===== src/rtl/fruit_pkg.sv =====
// Shared definitions for the fruit object pool.
//   - slot_state_e : per-slot lifecycle states
//   - parameter defaults for object_pool_ctrl / obj_slot_fsm
//   - SpriteTable  : 8-entry sprite base address table (two sprites alternating)
//   - screen and object geometry constants
//   - sat_add16    : saturating 16-bit counter increment
package fruit_pkg;

  typedef enum logic [2:0] {
    StIdle,
    StWait,
    StLaunch,
    StFly,
    StSplit,
    StFall
  } slot_state_e;

  // Parameter defaults
  localparam int unsigned NSlotsDef   = 4;
  localparam int unsigned PosWDef     = 10;
  localparam int unsigned AddrWDef    = 18;
  localparam int unsigned MinDelayDef = 16;

  // Screen and object geometry
  localparam int unsigned ScreenW = 640;
  localparam int unsigned ScreenH = 480;
  localparam int unsigned ObjW    = 100;
  localparam int unsigned ObjH    = 80;

  // Sprite base addresses, indexed by a 3-bit random field
  localparam logic [17:0] SpriteTable [8] = '{
    18'd26000, 18'd18000, 18'd26000, 18'd18000,
    18'd26000, 18'd18000, 18'd26000, 18'd18000
  };

  // Add a small per-cycle event count to a 16-bit counter, clamping at all-ones.
  function automatic logic [15:0] sat_add16(input logic [15:0] a, input logic [3:0] b);
    logic [16:0] sum;
    sum = {1'b0, a} + {13'b0, b};
    return sum[16] ? 16'hFFFF : sum[15:0];
  endfunction

endpackage


===== src/rtl/obj_slot_fsm.sv =====
// One fruit slot: lifecycle FSM, respawn delay counter and launch parameter latch.
// Ports:
//   clk, rst          clock, asynchronous active-high reset
//   tick              one-cycle move-tick pulse (paces the respawn delay)
//   rand_in           free-running random word, sampled on IDLE and on grant
//   grant             launch grant from the pool arbiter
//   slice_hit         blade-hit level (only acted on in FLY)
//   oob_a, oob_b      out-of-bounds flags of the two half motion units
//   req               launch request (WAIT with delay expired)
//   miss_evt          fruit left the screen unsliced this cycle
//   load, split       one-cycle strobes to the motion units
//   active            slot is on screen
//   init_x/vx/vy/dx   latched launch parameters
//   sprite_addr       latched sprite base address
module obj_slot_fsm import fruit_pkg::*; #(
  parameter int unsigned POS_W     = PosWDef,
  parameter int unsigned ADDR_W    = AddrWDef,
  parameter int unsigned MIN_DELAY = MinDelayDef
) (
  input  logic              clk,
  input  logic              rst,
  input  logic              tick,
  input  logic [15:0]       rand_in,
  input  logic              grant,
  input  logic              slice_hit,
  input  logic              oob_a,
  input  logic              oob_b,
  output logic              req,
  output logic              miss_evt,
  output logic              load,
  output logic              split,
  output logic              active,
  output logic [POS_W-1:0]  init_x,
  output logic [POS_W-1:0]  init_vx,
  output logic [POS_W-1:0]  init_vy,
  output logic              init_dx,
  output logic [ADDR_W-1:0] sprite_addr
);

  // Wide enough for MIN_DELAY plus the largest 6-bit random offset.
  localparam int unsigned CntW = $clog2(MIN_DELAY + 64);

  slot_state_e       state_q;
  logic [CntW-1:0]   cnt_q;
  logic              load_q;
  logic              split_q;
  logic              active_q;
  logic [POS_W-1:0]  x_q;
  logic [POS_W-1:0]  vx_q;
  logic [POS_W-1:0]  vy_q;
  logic              dx_q;
  logic [ADDR_W-1:0] addr_q;

  logic unused_rand;
  assign unused_rand = rand_in[15];

  assign req      = (state_q == StWait) && (cnt_q == '0);
  // Out-of-bounds wins over a simultaneous hit, so this alone decides a miss.
  assign miss_evt = (state_q == StFly) && (oob_a || oob_b);

  always_ff @(posedge clk or posedge rst) begin
    if (rst) begin
      state_q  <= StIdle;
      cnt_q    <= '0;
      load_q   <= 1'b0;
      split_q  <= 1'b0;
      active_q <= 1'b0;
      x_q      <= '0;
      vx_q     <= '0;
      vy_q     <= '0;
      dx_q     <= 1'b0;
      addr_q   <= '0;
    end else begin
      load_q  <= 1'b0;
      split_q <= 1'b0;
      case (state_q)
        StIdle: begin
          cnt_q   <= CntW'(MIN_DELAY) + CntW'(rand_in[5:0]);
          state_q <= StWait;
        end
        StWait: begin
          if (grant && req) begin
            x_q      <= POS_W'({rand_in[4:0], 4'b0000});
            vx_q     <= POS_W'(rand_in[7:5]);
            vy_q     <= POS_W'(4'd6 + {1'b0, rand_in[10:8]});
            dx_q     <= rand_in[11];
            addr_q   <= ADDR_W'(SpriteTable[rand_in[14:12]]);
            load_q   <= 1'b1;
            active_q <= 1'b1;
            state_q  <= StLaunch;
          end else if (tick && (cnt_q != '0)) begin
            cnt_q <= cnt_q - 1'b1;
          end
        end
        StLaunch: begin
          state_q <= StFly;
        end
        StFly: begin
          if (oob_a || oob_b) begin
            active_q <= 1'b0;
            state_q  <= StIdle;
          end else if (slice_hit) begin
            split_q <= 1'b1;
            state_q <= StSplit;
          end
        end
        StSplit: begin
          state_q <= StFall;
        end
        StFall: begin
          // Both halves must have left the screen.
          if (oob_a && oob_b) begin
            active_q <= 1'b0;
            state_q  <= StIdle;
          end
        end
        default: begin
          active_q <= 1'b0;
          state_q  <= StIdle;
        end
      endcase
    end
  end

  assign load        = load_q;
  assign split       = split_q;
  assign active      = active_q;
  assign init_x      = x_q;
  assign init_vx     = vx_q;
  assign init_vy     = vy_q;
  assign init_dx     = dx_q;
  assign sprite_addr = addr_q;

endmodule


===== src/rtl/object_pool_ctrl.sv =====
// Fruit object pool controller: N_SLOTS independent slot FSMs sharing one
// round-robin launch arbiter, plus score/miss counters.
// Build option: define OBJECT_POOL_SCORE_EN to enable the score/misses counters;
// otherwise both outputs are tied to 0 and no counter logic exists.
// Ports:
//   clk, rst                 clock, asynchronous active-high reset
//   tick                     one-cycle move-tick pulse
//   rand_in                  free-running random word
//   slice_hit                per-slot blade-hit level
//   oob_a, oob_b             per-slot out-of-bounds from the two half motion units
//   load, split              per-slot one-cycle strobes
//   init_x/init_vx/init_vy   packed per-slot launch parameters (POS_W each)
//   init_dx                  per-slot launch x-direction
//   sprite_addr              packed per-slot sprite base address (ADDR_W each)
//   active                   per-slot on-screen flag
//   score, misses            saturating 16-bit event counters
module object_pool_ctrl import fruit_pkg::*; #(
  parameter int unsigned N_SLOTS   = NSlotsDef,
  parameter int unsigned POS_W     = PosWDef,
  parameter int unsigned ADDR_W    = AddrWDef,
  parameter int unsigned MIN_DELAY = MinDelayDef
) (
  input  logic                      clk,
  input  logic                      rst,
  input  logic                      tick,
  input  logic [15:0]               rand_in,
  input  logic [N_SLOTS-1:0]        slice_hit,
  input  logic [N_SLOTS-1:0]        oob_a,
  input  logic [N_SLOTS-1:0]        oob_b,
  output logic [N_SLOTS-1:0]        load,
  output logic [N_SLOTS-1:0]        split,
  output logic [N_SLOTS*POS_W-1:0]  init_x,
  output logic [N_SLOTS*POS_W-1:0]  init_vx,
  output logic [N_SLOTS*POS_W-1:0]  init_vy,
  output logic [N_SLOTS-1:0]        init_dx,
  output logic [N_SLOTS*ADDR_W-1:0] sprite_addr,
  output logic [N_SLOTS-1:0]        active,
  output logic [15:0]               score,
  output logic [15:0]               misses
);

  localparam int unsigned PtrW = (N_SLOTS > 1) ? $clog2(N_SLOTS) : 1;

  logic [N_SLOTS-1:0] req;
  logic [N_SLOTS-1:0] grant;
  logic [N_SLOTS-1:0] miss_evt;
  logic [PtrW-1:0]    ptr_q;
  logic [PtrW-1:0]    gnt_idx;
  logic               gnt_any;

  for (genvar s = 0; s < N_SLOTS; s++) begin : g_slot
    obj_slot_fsm #(
      .POS_W     (POS_W),
      .ADDR_W    (ADDR_W),
      .MIN_DELAY (MIN_DELAY)
    ) u_slot (
      .clk         (clk),
      .rst         (rst),
      .tick        (tick),
      .rand_in     (rand_in),
      .grant       (grant[s]),
      .slice_hit   (slice_hit[s]),
      .oob_a       (oob_a[s]),
      .oob_b       (oob_b[s]),
      .req         (req[s]),
      .miss_evt    (miss_evt[s]),
      .load        (load[s]),
      .split       (split[s]),
      .active      (active[s]),
      .init_x      (init_x[s*POS_W +: POS_W]),
      .init_vx     (init_vx[s*POS_W +: POS_W]),
      .init_vy     (init_vy[s*POS_W +: POS_W]),
      .init_dx     (init_dx[s]),
      .sprite_addr (sprite_addr[s*ADDR_W +: ADDR_W])
    );
  end

  // Round-robin: scan from ptr_q upward, first requester wins this cycle.
  always_comb begin : p_arb
    logic [PtrW-1:0] idx;
    grant   = '0;
    gnt_idx = ptr_q;
    gnt_any = 1'b0;
    idx     = '0;
    for (int unsigned k = 0; k < N_SLOTS; k++) begin
      idx = PtrW'((32'(ptr_q) + k) % N_SLOTS);
      if (!gnt_any && req[idx]) begin
        gnt_any    = 1'b1;
        gnt_idx    = idx;
        grant[idx] = 1'b1;
      end
    end
  end

  // Pointer moves just past the granted slot so it gets lowest priority next.
  always_ff @(posedge clk or posedge rst) begin
    if (rst) begin
      ptr_q <= '0;
    end else if (gnt_any) begin
      ptr_q <= (gnt_idx == PtrW'(N_SLOTS - 1)) ? '0 : gnt_idx + 1'b1;
    end
  end

`ifdef OBJECT_POOL_SCORE_EN
  logic [15:0] score_q;
  logic [15:0] misses_q;
  logic [3:0]  split_cnt;
  logic [3:0]  miss_cnt;

  // Several slots may score or miss in one cycle; every event counts.
  always_comb begin
    split_cnt = '0;
    miss_cnt  = '0;
    for (int unsigned k = 0; k < N_SLOTS; k++) begin
      split_cnt = split_cnt + 4'(split[k]);
      miss_cnt  = miss_cnt + 4'(miss_evt[k]);
    end
  end

  always_ff @(posedge clk or posedge rst) begin
    if (rst) begin
      score_q  <= '0;
      misses_q <= '0;
    end else begin
      score_q  <= sat_add16(score_q, split_cnt);
      misses_q <= sat_add16(misses_q, miss_cnt);
    end
  end

  assign score  = score_q;
  assign misses = misses_q;
`else
  logic unused_miss;
  assign unused_miss = ^miss_evt;
  assign score       = '0;
  assign misses      = '0;
`endif

endmodule


===== config.mk =====
export PLATFORM = sky130hd
export DESIGN_NAME = object_pool_ctrl
export DESIGN_NICKNAME = d
export VERILOG_FILES = /design/src/rtl/fruit_pkg.sv /design/src/rtl/obj_slot_fsm.sv /design/src/rtl/object_pool_ctrl.sv
export SDC_FILE = /design/constraint.sdc
export NUM_CORES = 1
export LEC_CHECK = 0
export ABC_AREA = 1
export CORE_AREA = 2 2 162 164
export DETAILED_ROUTE_END_ITERATION = 16
export DIE_AREA = 0 0 164 166
export HOLD_SLACK_MARGIN = 0.05
export PLACE_DENSITY = 0.66
export SYNTH_ARGS = -nofsm -noshare
export SYNTH_HDL_FRONTEND = slang
export SYNTH_SLANG_ARGS = --single-unit

===== constraint.sdc =====
create_clock -name clk -period 3.9 [get_ports clk]
set_clock_uncertainty 0.2 [all_clocks]
set_input_delay 0.39 -clock clk [delete_from_list [all_inputs] [get_ports clk]]
set_output_delay 0.39 -clock clk [all_outputs]
set_load 0.01 [all_outputs]

After elaboration in Yosys (flattened, before gate mapping):

Memories as Yosys holds them, arrays and structs flattened.
Cells that the tools add are included.

* bits in writable memories: 0
* bits in read-only memories: 144
* input bits: 31
* output and inout port bits: 240
* bits in latches: 0
* register bits after elaboration: 202
* memories kept: 1

* reduce and logical (&&, ||, !) cells: 66
* mux-type cells: 98
* add/subtract/negate cells: 10
* bitwise gates (word level): 8
* shift-type cells: 0
* equality and inequality tests: 45
* div/mod/pow operators: 0
* magnitude comparators: 9
* multiply operators: 0

Memories
* (no name shown): words 8, bits a word 18, read ports 1, clocked after memory_dff 0, write ports 0, RTL line obj_slot_fsm.sv:87 `addr_q <= ADDR_W'(SpriteTable[rand_in[14:12]]);`

Operators with widths (number)
* case mux 3 bit (6 select lines): 4
* two-way mux 7 bit: 8
* case mux 7 bit (2 select lines): 4
* two-way mux 3 bit: 16
* two-way mux 1 bit: 44
* two-way mux 18 bit: 2
* inequality test 2 bit (second input constant): 16
* logical NOT 7 bit: 4
* nonzero test 7 bit: 4
* subtractor 7 x 1 -> 7 bit (second input constant): 4
* == test 3 x 2 -> 1 bit (second input constant): 8
* == test 3 bit (second input constant): 8
* AND reduction 3 bit: 8
* logical AND 1 bit: 23
* two-way mux 4 bit: 4
* case mux 1 bit (4 select lines): 4
* AND reduction 4 bit: 4
* == test 3 x 1 -> 1 bit (second input constant): 4
* logical NOT 3 bit: 4
* < comparator 2 x 3 -> 1 bit (second input constant): 4
* inequality test 3 bit (second input constant): 4
* OR 4 bit: 3
* OR reduction 3 bit: 4
* binary-select mux 1 bit (select 2 bit): 4
* other kinds (16): 44

Longest topological paths before layout:

* word-level depth: 17
* depth in mapped cells: 19
* depth with buffers taken out: 18

Modules after synthesis:

Synthesis repeated with hierarchy kept, for this count alone.

* cells, all modules: 1005
* area, all modules: 7862.5 µm²

By module, submodules not included
* obj_slot_fsm (g_slot[2].u_slot ...): seq. area each 725.7 µm², times used 2, area each 1746.7 µm², cells each 219
* obj_slot_fsm (g_slot[1].u_slot): seq. area each 725.7 µm², times used 1, area each 1760.4 µm², cells each 218
* obj_slot_fsm (g_slot[0].u_slot): seq. area each 725.7 µm², times used 1, area each 1729.2 µm², cells each 217
* object_pool_ctrl: seq. area each 50.0 µm², times used 1, area each 879.6 µm², cells each 132

Worst setup path before layout:

OpenSTA, ideal clock, no wires.

* path kind: register to register
* start: register ptr_q[1]
* end: register g_slot[1].u_slot.x_q[8]
* setup time: 0.124 ns
* cell stages (with the launch flop): 16
* arrival time: 2.230 ns
* setup slack: 1.346 ns
* data required time: 3.576 ns
* buffers on the path: 3
* clock period less this slack: 2.554 ns
* cells stage by stage: dfrtp_1 clkbuf_2 inv_1 ha_1 inv_1 nand3_1 nand2_1 nand2_4 nor2_4 nand3_2 nand2_1 nand2_2 inv_2 buf_6 buf_12 a21oi_2

* longest elaborated chain between the ends: 14
* elaborated cells between the ends (all ways): 49
* classes of those cells: add/sub: 3; order compare: 8; mux: 23; bitwise: 3; reduce/logical: 12

Ends and longest elaborated chain
* from (decl): RTL line object_pool_ctrl.sv:47 `logic [PtrW-1:0] ptr_q;`
* from (signal assigned): RTL line object_pool_ctrl.sv:100 `ptr_q <= (gnt_idx == PtrW'(N_SLOTS - 1)) ? '0 : gnt_idx + 1'b1;`
* branches (longest 11 deep; another with < comparator 2 x 3 -> 1 bit)
* two-way mux 4 bit (*): RTL line object_pool_ctrl.sv:87 `if (!gnt_any && req[idx]) begin`
* logical AND 1 bit (*): RTL line obj_slot_fsm.sv:82 `if (grant && req) begin`
* AND reduction 2 bit (no source line) (*)
* to (signal assigned): RTL line obj_slot_fsm.sv:83 `x_q <= POS_W'({rand_in[4:0], 4'b0000});`
* to (decl): RTL line obj_slot_fsm.sv:48 `logic [POS_W-1:0] x_q;`

Mark *: on every way between the ends. The select of a mux whose other input is x is not followed.
A chain may end at the register's enable or synchronous reset.

Worst setup path in the final report:

* start: register ptr_q[0]
* end: register g_slot[1].u_slot.vy_q[1]

* longest elaborated chain between the ends: 14
* elaborated cells between the ends (all ways): 49
* classes of those cells: add/sub: 3; order compare: 8; mux: 23; bitwise: 3; reduce/logical: 12

Ends and longest elaborated chain
* branches (longest 11 deep; another with < comparator 2 x 3 -> 1 bit)
* two-way mux 4 bit (*): RTL line object_pool_ctrl.sv:87
* logical AND 1 bit (*): RTL line obj_slot_fsm.sv:82
* AND reduction 2 bit (no source line) (*)
* to (signal assigned): RTL line obj_slot_fsm.sv:85 `vy_q <= POS_W'(4'd6 + {1'b0, rand_in[10:8]});`
* to (decl): RTL line obj_slot_fsm.sv:50 `logic [POS_W-1:0] vy_q;`

Marked as above.

==> flow_metrics.tcl <==
set metrics [dict create \
    max_slew_margin_pct 58.23 \
    synthArstFlopShare_pct 100.0 \
    cts_hold_buf 0 \
    yosys_warnings 0 \
    max_cap_violations 0 \
    cp-start-kind "flip-flop" \
    crit_type "reg2reg" \
    power_density_mw_per_mm2 613.7 \
    netlist_top_cells_count "buf_4, nand2_1, dfrtp_1, o21ai_0, inv_1" \
    cts.reportedPaths.clkPinSlew_ns 0.06 \
    grt_overflow 0 \
    insertion_delay_ns 0.41 \
    min_path_type "in2async" \
    setup_viol 0 \
    cts_setup_buffers 0 \
    cts_tree "done" \
    grt_max_degree 73 \
    drt_pass1_iterations 4 \
    syn_avg_cell_area_sq_um 8.094 \
    grt_usage_pct 12.15 \
    antenna_found_initial 1 \
    dr.first_iter.drc_count 409 \
    regToRegSetupSlack_ns 0.94 \
    numCtsBuffers 17 \
    synth.area.top_cells "dfrtp_1, buf_4, nand2_1" \
    drt-total-wl_um 16850 \
    nets 1067 \
    root_buffer "clkbuf_16" \
    timing.critical_path.from "ptr_q[0]" \
    cts.sinks 118 \
    r2r-end "g_slot[1].u_slot.init_vy[1]" \
    utilization_pct 34.53 \
    area_delta_synth_final_pct 18.03 \
    vias 5728 \
    gp_congestion 0.8622 \
    synth_edf_count 0 \
    die_y_um 166 \
    synth_seq_area_share_pct 39.40 \
    worst_ep_arrival_time_ns 3.08 \
    vdd_drop_max_v 0.0002708 \
    grt_pass1_wl_um 26280 \
    synth_cells 926 \
    ios 271 \
    dieArea_sq_mm 0.02722 \
    period_minus_slack_ns 2.957 \
    cts_buffer_depth 2 \
    p_leak_nw 4.351 \
    die-width_um 164 \
    synth_top_area_cell "dfrtp_1" \
    wl_per_cell_um 12.34 \
    synth_top_area_share_pct 39.40 \
    worstSetupEndpointType "flip-flop" \
    rsz0062_at_grt "no" \
    power.total_mw 5.429 \
    core_sq_mm 0.02562 \
    r2r_cells 15 \
    ys_ff_latch 118 \
    hold_violations 0 \
    ys_types 44 \
    critical_path.max_fanout 20 \
    grt_pass1_vias 5182 \
    worst_pin_slew_ns 0.6266 \
    num_rows 59 \
    port-buffer-count 123 \
    synth_area_sq_mm 0.007495 \
    tns_ns 0 \
    dp_hpwl_um 12420 \
    cp_data_required_time_ns 4.03 \
    final.fill_count 2615 \
    drive_gt1_share_pct 10.00 \
    synth_most_common_cell "buf_4" \
    timing.fmax_ghz 0.3381 \
    final_max_slew_viol_count 0 \
    status "finished clean" \
    drc 0 \
    post-route-period-util_pct 75.83 \
    cts_resized 0 \
    h-tree-depth 4 \
    holdWs_ns 0.2177 \
    timing.rr.start "ptr_q[0]" \
    ant_nets 0 \
    vias_per_cell 4.193 \
    synthFlopType "dfrtp_1" \
    initial_core_util_pct 29.26 \
]
## placed cells by master (no fill, tap or decap), types with 20 or more instances in the layout
cell type,count
dfrtp_1,118
o21ai_0,78
inv_1,73
a21oi_1,32
nand2_1,168
conb_1,144
clkdlybuf4s50_1,123
nor2_1,52
nand2_2,20
nand3_1,40
## critical path, cell delays in order, from the launching register on
cell,delay (ns)
dfrtp_1,0.35
buf_4,0.19
inv_2,0.20
ha_1,0.32
inv_1,0.13
nand3_1,0.09
nand2_1,0.15
nand2_4,0.09
nor2_4,0.18
nand3_2,0.10
nand2_1,0.10
nand2_2,0.09
inv_2,0.16
buf_4,0.31
nor2_1,0.08
a21oi_1,0.14
## worst max path at each step
stage          slack [ns]                          end  depth (start not counted)
6_report             0.94  g_slot[1].u_slot.init_vy[1]                         15
5_1_grt              0.76  g_slot[1].u_slot.init_vy[1]                         15
4_1_cts              0.93  g_slot[1].u_slot.init_vy[1]                         15
3_5_place_dp         0.98  g_slot[1].u_slot.init_vy[1]                         15
3_3_place_gp         1.00   g_slot[1].u_slot.init_x[4]                         15
2_1_floorplan        0.18      g_slot[0].u_slot.active                          1
## area by class of cell
cell class,count,area [sq um],share of cell area (%)
Antenna cell,1,2.502,0.02829
Clock buffer,19,442.9,5.007
Clock inverter,12,128.9,1.457
Inverter,90,340.3,3.847
Multi-Input combinational cell,661,3263,36.89
Sequential cell,118,2953,33.38
Tap cell,335,419.2,4.738
Timing Repair Buffer,130,1296,14.65
## sequential cells by signal, indices dropped and copies added (netlist names)
signal and flops:
g_slot.u_slot.active 4, g_slot.u_slot.init_x 20, g_slot.u_slot.state_q 12, g_slot.u_slot.init_dx 4
g_slot.u_slot.sprite_addr 12, g_slot.u_slot.init_vx 12, g_slot.u_slot.load 4, g_slot.u_slot.init_vy 16
g_slot.u_slot.split 4, ptr_q 2, g_slot.u_slot.cnt_q 28
## where the power goes
| part | switching (mW) | total [mW] | leakage (nW) | internal [mW] |
|---|---|---|---|---|
| combinational | 1.44 | 2.21 | 2.80 | 0.764 |
| sequential | 0.217 | 1.69 | 1.27 | 1.48 |
| clock | 0.574 | 1.53 | 0.275 | 0.953 |
## stage by stage
step	cells	setup slack (ns)	area [sq um]
6_report	1366	0.9427	8846
5_1_grt	1365	0.7599	8843
4_1_cts	1365	0.9301	8843
3_5_place_dp	1334	0.9793	8272
3_3_place_gp	1334	1.005	8272
2_1_floorplan	1069	0.1809	8031
## cell families (layout without fill, tap and decap cells)
| kind of cell | Yosys count | in the layout | share of synthesized area, % |
|---|---|---|---|
| other | 1 | 145 | 0.05004 |
| buffers and inverters | 290 | 251 | 24.22 |
| and+or+nand+nor | 332 | 332 | 20.57 |
| xor gates and xnor gates | 3 | 3 | 0.3506 |
| AOI/OAI and AO/OA | 164 | 164 | 12.40 |
| adders and majority gates | 18 | 18 | 3.005 |
| DFF | 118 | 118 | 39.40 |
## metal layers
metal / global-route usage (%) / up-vias / part of all wire [%]
li1: - / 2845 / -
met1: 14.82 / 2624 / 42
met2: 20.39 / 232 / 47
met3: 3.297 / 27 / 8.6
met4: 4.539 / 0 / 2.1
met5: 0 / - / 0
Note: power is estimated with default switching activity, not from simulation.
==> patch 1 (config.mk and constraints unchanged) <==
Add an input register stage for `oob_a`; this delays it by one clock. The other inputs are not delayed to match.
--- a/src/rtl/object_pool_ctrl.sv
+++ b/src/rtl/object_pool_ctrl.sv
@@ -41,6 +41,12 @@
 
   localparam int unsigned PtrW = (N_SLOTS > 1) ? $clog2(N_SLOTS) : 1;
 
+  logic [N_SLOTS-1:0] oob_a_q;
+
+  always_ff @(posedge clk) begin
+    oob_a_q <= oob_a;
+  end
+
   logic [N_SLOTS-1:0] req;
   logic [N_SLOTS-1:0] grant;
   logic [N_SLOTS-1:0] miss_evt;
@@ -60,7 +66,7 @@
       .rand_in     (rand_in),
       .grant       (grant[s]),
       .slice_hit   (slice_hit[s]),
-      .oob_a       (oob_a[s]),
+      .oob_a       (oob_a_q[s]),
       .oob_b       (oob_b[s]),
       .req         (req[s]),
       .miss_evt    (miss_evt[s]),
Function: same outputs for any inputs over 4 cycles, from zero or initial values and one cycle with rst high; that may be too few to reach the edited logic, so the function may still have changed.
==> patch 1 against the original RTL <==
Sequential cell count rose by 4; utilization fell by 0.33 points; synthesized area fell by 1.6%; routed wire length fell by 4.9%; cell area fell by 0.95%; power rose by 14%; maximum frequency fell by 6.8%; setup slack got worse by 220 ps; global-route usage fell by 0.24 points; critical path type unchanged.
==> patch 1: results <==
{
  "drtPass1Iterations": 4,
  "multi_input_area_um2": 3055,
  "n_all_inverters": 92,
  "route.vias.total": 5652,
  "yosys-top-cells-area": "dfrtp_1 (40%), buf_4 (19%), nand2_1 (9.4%)",
  "nonClkBufAreaFrac_pct": 14.99,
  "antenna_cells": 1,
  "yosysWarnings": 0,
  "taps": 335,
  "drt-initial-drc-count": 389,
  "relSlewSlack_pct": 50.85,
  "nClkBuffers": 18,
  "grt_pass1_vias": 5157,
  "antenna_found_initial": 1,
  "synth_seq_area_share_pct": 41.12,
  "status": "completed",
  "synthArstFlopShare_pct": 96.72,
  "nFillCells": 2658,
  "max-clock-path-buffers": 2,
  "met2_length_um": 7652,
  "nets": 1062,
  "max-vdd-ir-drop_mv": 0.3096,
  "port_buffers": 123,
  "routed.top_layer": "met5",
  "setup_violations": 0,
  "largest_reg_flops": 28,
  "place_ws_ps": 768.8,
  "cts_repair_resize_count": 0,
  "wire_per_inst_um": 11.77,
  "gp_congestion": 0.8600,
  "largest-register": "g_slot.u_slot.cnt_q",
  "drive_gt1_share_pct": 6.530,
  "track_usage_pct": 11.91,
  "cts_buffers": 17,
  "grt_max_degree": 60,
  "sh_seq_area_pct": 34.61,
  "ys_types": 44,
  "post_cts.repair.setup_buffers": 0,
  "crit_arrival_ps": 3250,
  "dpl-instance-area_um2": 8169,
  "worstSkewPairLatency_ps": 410,
  "num-multi-input-gates": 646,
  "nNonClkBuffers": 134,
  "dp_hpwl_um": 11830,
  "hp-class": "in -> reg",
  "clkCellAreaFrac_pct": 6.740,
  "cts_sinks": 122,
  "htree_levels": 4,
  "grt_pass1_wl_um": 26100,
  "critPathMaxStageDelay_ps": 570,
  "met1_length_um": 6827,
  "synthTopCellsByCount": "nand2_1 (185), buf_4 (183), dfrtp_1 (118), o21ai_0 (92), inv_1 (87)",
  "root_buffer": "clkbuf_16",
  "worstPathMaxFanout": 30,
  "slowest_stage": "dfrtp_1",
  "path_clk_slew_ps": 60,
  "path_delay_family": "simple AND/OR/NAND/NOR gates",
  "leakage_nw": 4.434,
  "met3_length_um": 1185
}
patch 1: cell count changes after synthesis, moves of 9 or more:
cell / before / now
nand2_1: 168 / 185
o21ai_0: 78 / 92
inv_1: 74 / 87
a21oi_1: 32 / 20
nand2_2: 20 / 8
a21oi_2: 10 / 1
patch 1: power by group:
| part | internal [W] | leakage (nW) | total, W | switching, W |
|---|---|---|---|---|
| Clock | 0.000956 | 0.284 | 0.00157 | 0.000610 |
| Sequential | 0.00166 | 1.31 | 0.00197 | 0.000313 |
| Combinational | 0.00111 | 2.84 | 0.00265 | 0.00154 |
patch 1: cells by family after synthesis:
family                   Yosys count  share of synthesized area, %
XOR/XNOR                           2                        0.2375
flip-flops                       122                         41.12
adder cells (fa/ha/maj)           18                         3.053
other                              1                       0.05084
AO/OA/AOI/OAI                    167                         12.81
AND/OR/NAND/NOR                  314                         17.83
multiplexers                       1                        0.1357
buffers and inverters            293                         24.77
patch 1: path summary, 6_finish.rpt:
path	slack (ps)	cells past startpoint	start	end
setup / recovery	730	14	ptr_q[1]	g_slot[2].u_slot.active
hold / removal	220	1	oob_a[3]	oob_a_q[3]
setup reg to reg	730	14	ptr_q[1]	g_slot[2].u_slot.active
hold reg to reg	270	2	g_slot[0].u_slot.active	g_slot[0].u_slot.active
max in group asynchronous	2310	3	rst	g_slot[3].u_slot.init_vx[1]
min in group asynchronous	270	2	rst	g_slot[0].u_slot.active
patch 1: per-layer routing:
layer	global-route usage (%)	up-vias
li1	-	2818
met1	14.58	2583
met2	20.06	221
met3	3.247	28
met4	4.119	2
met5	0	-
patch 1: per-stage QoR:
stage,std cells,utilization (%)
final,1362,34.21
after global routing,1361,34.20
after CTS,1361,34.20
after detailed placement,1329,31.89
after global placement,1329,31.89
after floorplan,1061,-
==> patch 2 (same settings) <==
Made on the original files. Change the package constant `AddrWDef` from 18 to 36.
--- a/src/rtl/fruit_pkg.sv
+++ b/src/rtl/fruit_pkg.sv
@@ -18,7 +18,7 @@
   // Parameter defaults
   localparam int unsigned NSlotsDef   = 4;
   localparam int unsigned PosWDef     = 10;
-  localparam int unsigned AddrWDef    = 18;
+  localparam int unsigned AddrWDef    = 36;
   localparam int unsigned MinDelayDef = 16;
 
   // Screen and object geometry
Interface: changed (resized sprite_addr); port bits go from 271 to 343. The function was not compared with the original's and may differ.
==> patch 2 against the original RTL <==
Utilization increased by 0.85 points; power decreased by 1.8%; non-clock buffer count decreased by 2; cell area increased by 2.5%; via count increased by 3.1%; count of clock-buffer cells in the layout unchanged; setup slack got worse by 260 ps; sequential cell count unchanged; clock power increased by 8%; synthesized area increased by 6.1%; maximum frequency decreased by 8.1%; routed wire length decreased by 0.33%; critical path type unchanged; largest cell class unchanged; highest routed layer is now met5.
==> patch 2: results <==
{
  "cts_repair_resize_count": 0,
  "synthTopCellsByCount": "buf_4 (253), nand2_1 (195), dfrtp_1 (118), o21ai_0 (103), inv_1 (80)",
  "dp_cells": 1399,
  "ys_types": 43,
  "root_buffer": "clkbuf_16",
  "antenna_cells": 0,
  "grt_pass1_vias": 5307,
  "viasPerCell": 4.129,
  "nets": 1132,
  "port_buffers": 123,
  "max-vdd-ir-drop_mv": 0.2797,
  "nFillCells": 2606,
  "p_comb_share_pct": 37.0,
  "wire_per_inst_um": 11.74,
  "post_cts.repair.setup_buffers": 0,
  "met1_usage_pct": 14.15,
  "worstSkewPairLatency_ps": 410,
  "htree_levels": 4,
  "grt_max_degree": 85,
  "worstPathMaxFanout": 30,
  "grt_pass1_wl_um": 26640,
  "power.density_nw_per_um2": 588.4,
  "path_clk_slew_ps": 60,
  "setup_tns_ps": 0,
  "route.vias.total": 5908,
  "leakage_nw": 4.728,
  "cts_buffers": 17,
  "status": "completed",
  "gp_congestion": 0.8307,
  "dp_hpwl_um": 12550,
  "drive_gt1_share_pct": 7.664,
  "antenna_found_initial": 1,
  "worst_pin_slew_ps": 894.5,
  "largest-register": "g_slot.u_slot.cnt_q",
  "yosys-top-cells-area": "dfrtp_1 (37%), buf_4 (24%), nand2_1 (9.2%)",
  "hp-class": "in -> async",
  "synthCells": 995,
  "grtUsageMet3_pct": 2.597,
  "drt-initial-drc-count": 345,
  "synth_seq_area_share_pct": 37.12,
  "internal_power_w": 0.003216,
  "track_usage_pct": 12.24,
  "place_ws_ps": 658.5,
  "largest_reg_flops": 28,
  "relSlewSlack_pct": 40.25,
  "yosysWarnings": 0,
  "drtPass1Iterations": 5,
  "max-clock-path-buffers": 2,
  "use_met2_pct": 21.96,
  "synthArstFlopShare_pct": 100.0,
  "p_clk_w": 0.00165,
  "crit_arrival_ps": 3320
}
## patch 2: cells by family after synthesis
logic type | Yosys count | synth area share (%)
buffers and inverters | 364 | 29.70
and+or+nand+nor | 336 | 18.89
AOI/OAI and AO/OA | 148 | 10.11
DFF | 118 | 37.12
adders and majority gates | 18 | 2.832
xor gates and xnor gates | 8 | 0.8810
muxes | 2 | 0.4090
other | 1 | 0.04715
## patch 2: metal layers
metal	share of wire, %	wire length (µm)
met5	0.077	13
met3	7.3	1227
met2	51	8523
met1	40	6757
met4	1.6	273
## patch 2: final cells by class
class | count | area share, %
Clock buffer | 19 | 4.997
Sequential cell | 118 | 32.58
Multi-Input combinational cell | 728 | 38.03
Inverter | 90 | 3.755
Timing Repair Buffer | 128 | 14.14
Tap cell | 335 | 4.625
Clock inverter | 13 | 1.877
## patch 2: worst paths after layout
check                                            to  slack, ps  depth (start not counted)
max                         g_slot[2].u_slot.active        680                         13
min                        g_slot[0].u_slot.init_dx        170                          2
min in group clk            g_slot[0].u_slot.active        280                          2
max reg2reg                 g_slot[2].u_slot.active        680                         13
max in group asynchronous   g_slot[3].u_slot.active       2510                          3
min reg2reg                 g_slot[0].u_slot.active        280                          2
## patch 2: worst max-delay path, cell delays in order, from the launching register on
cell     delay [ps]
dfrtp_1         670
inv_2           240
ha_1            390
inv_1           100
nand2_1         110
nand2_2         110
nor2_2          360
nand4_2         140
nand3_2         120
nand2_2         300
nand2_2         200
nand2_1          70
nand2_1          50
nand2_1          40
## patch 2: stage by stage
step                      area [µm²]  utilization [%]
after floorplan                 8761                -
after global placement          8441            32.95
after detailed placement        8441            32.95
after CTS                       9064            35.38
after global routing            9064            35.38
final                           9064            35.38
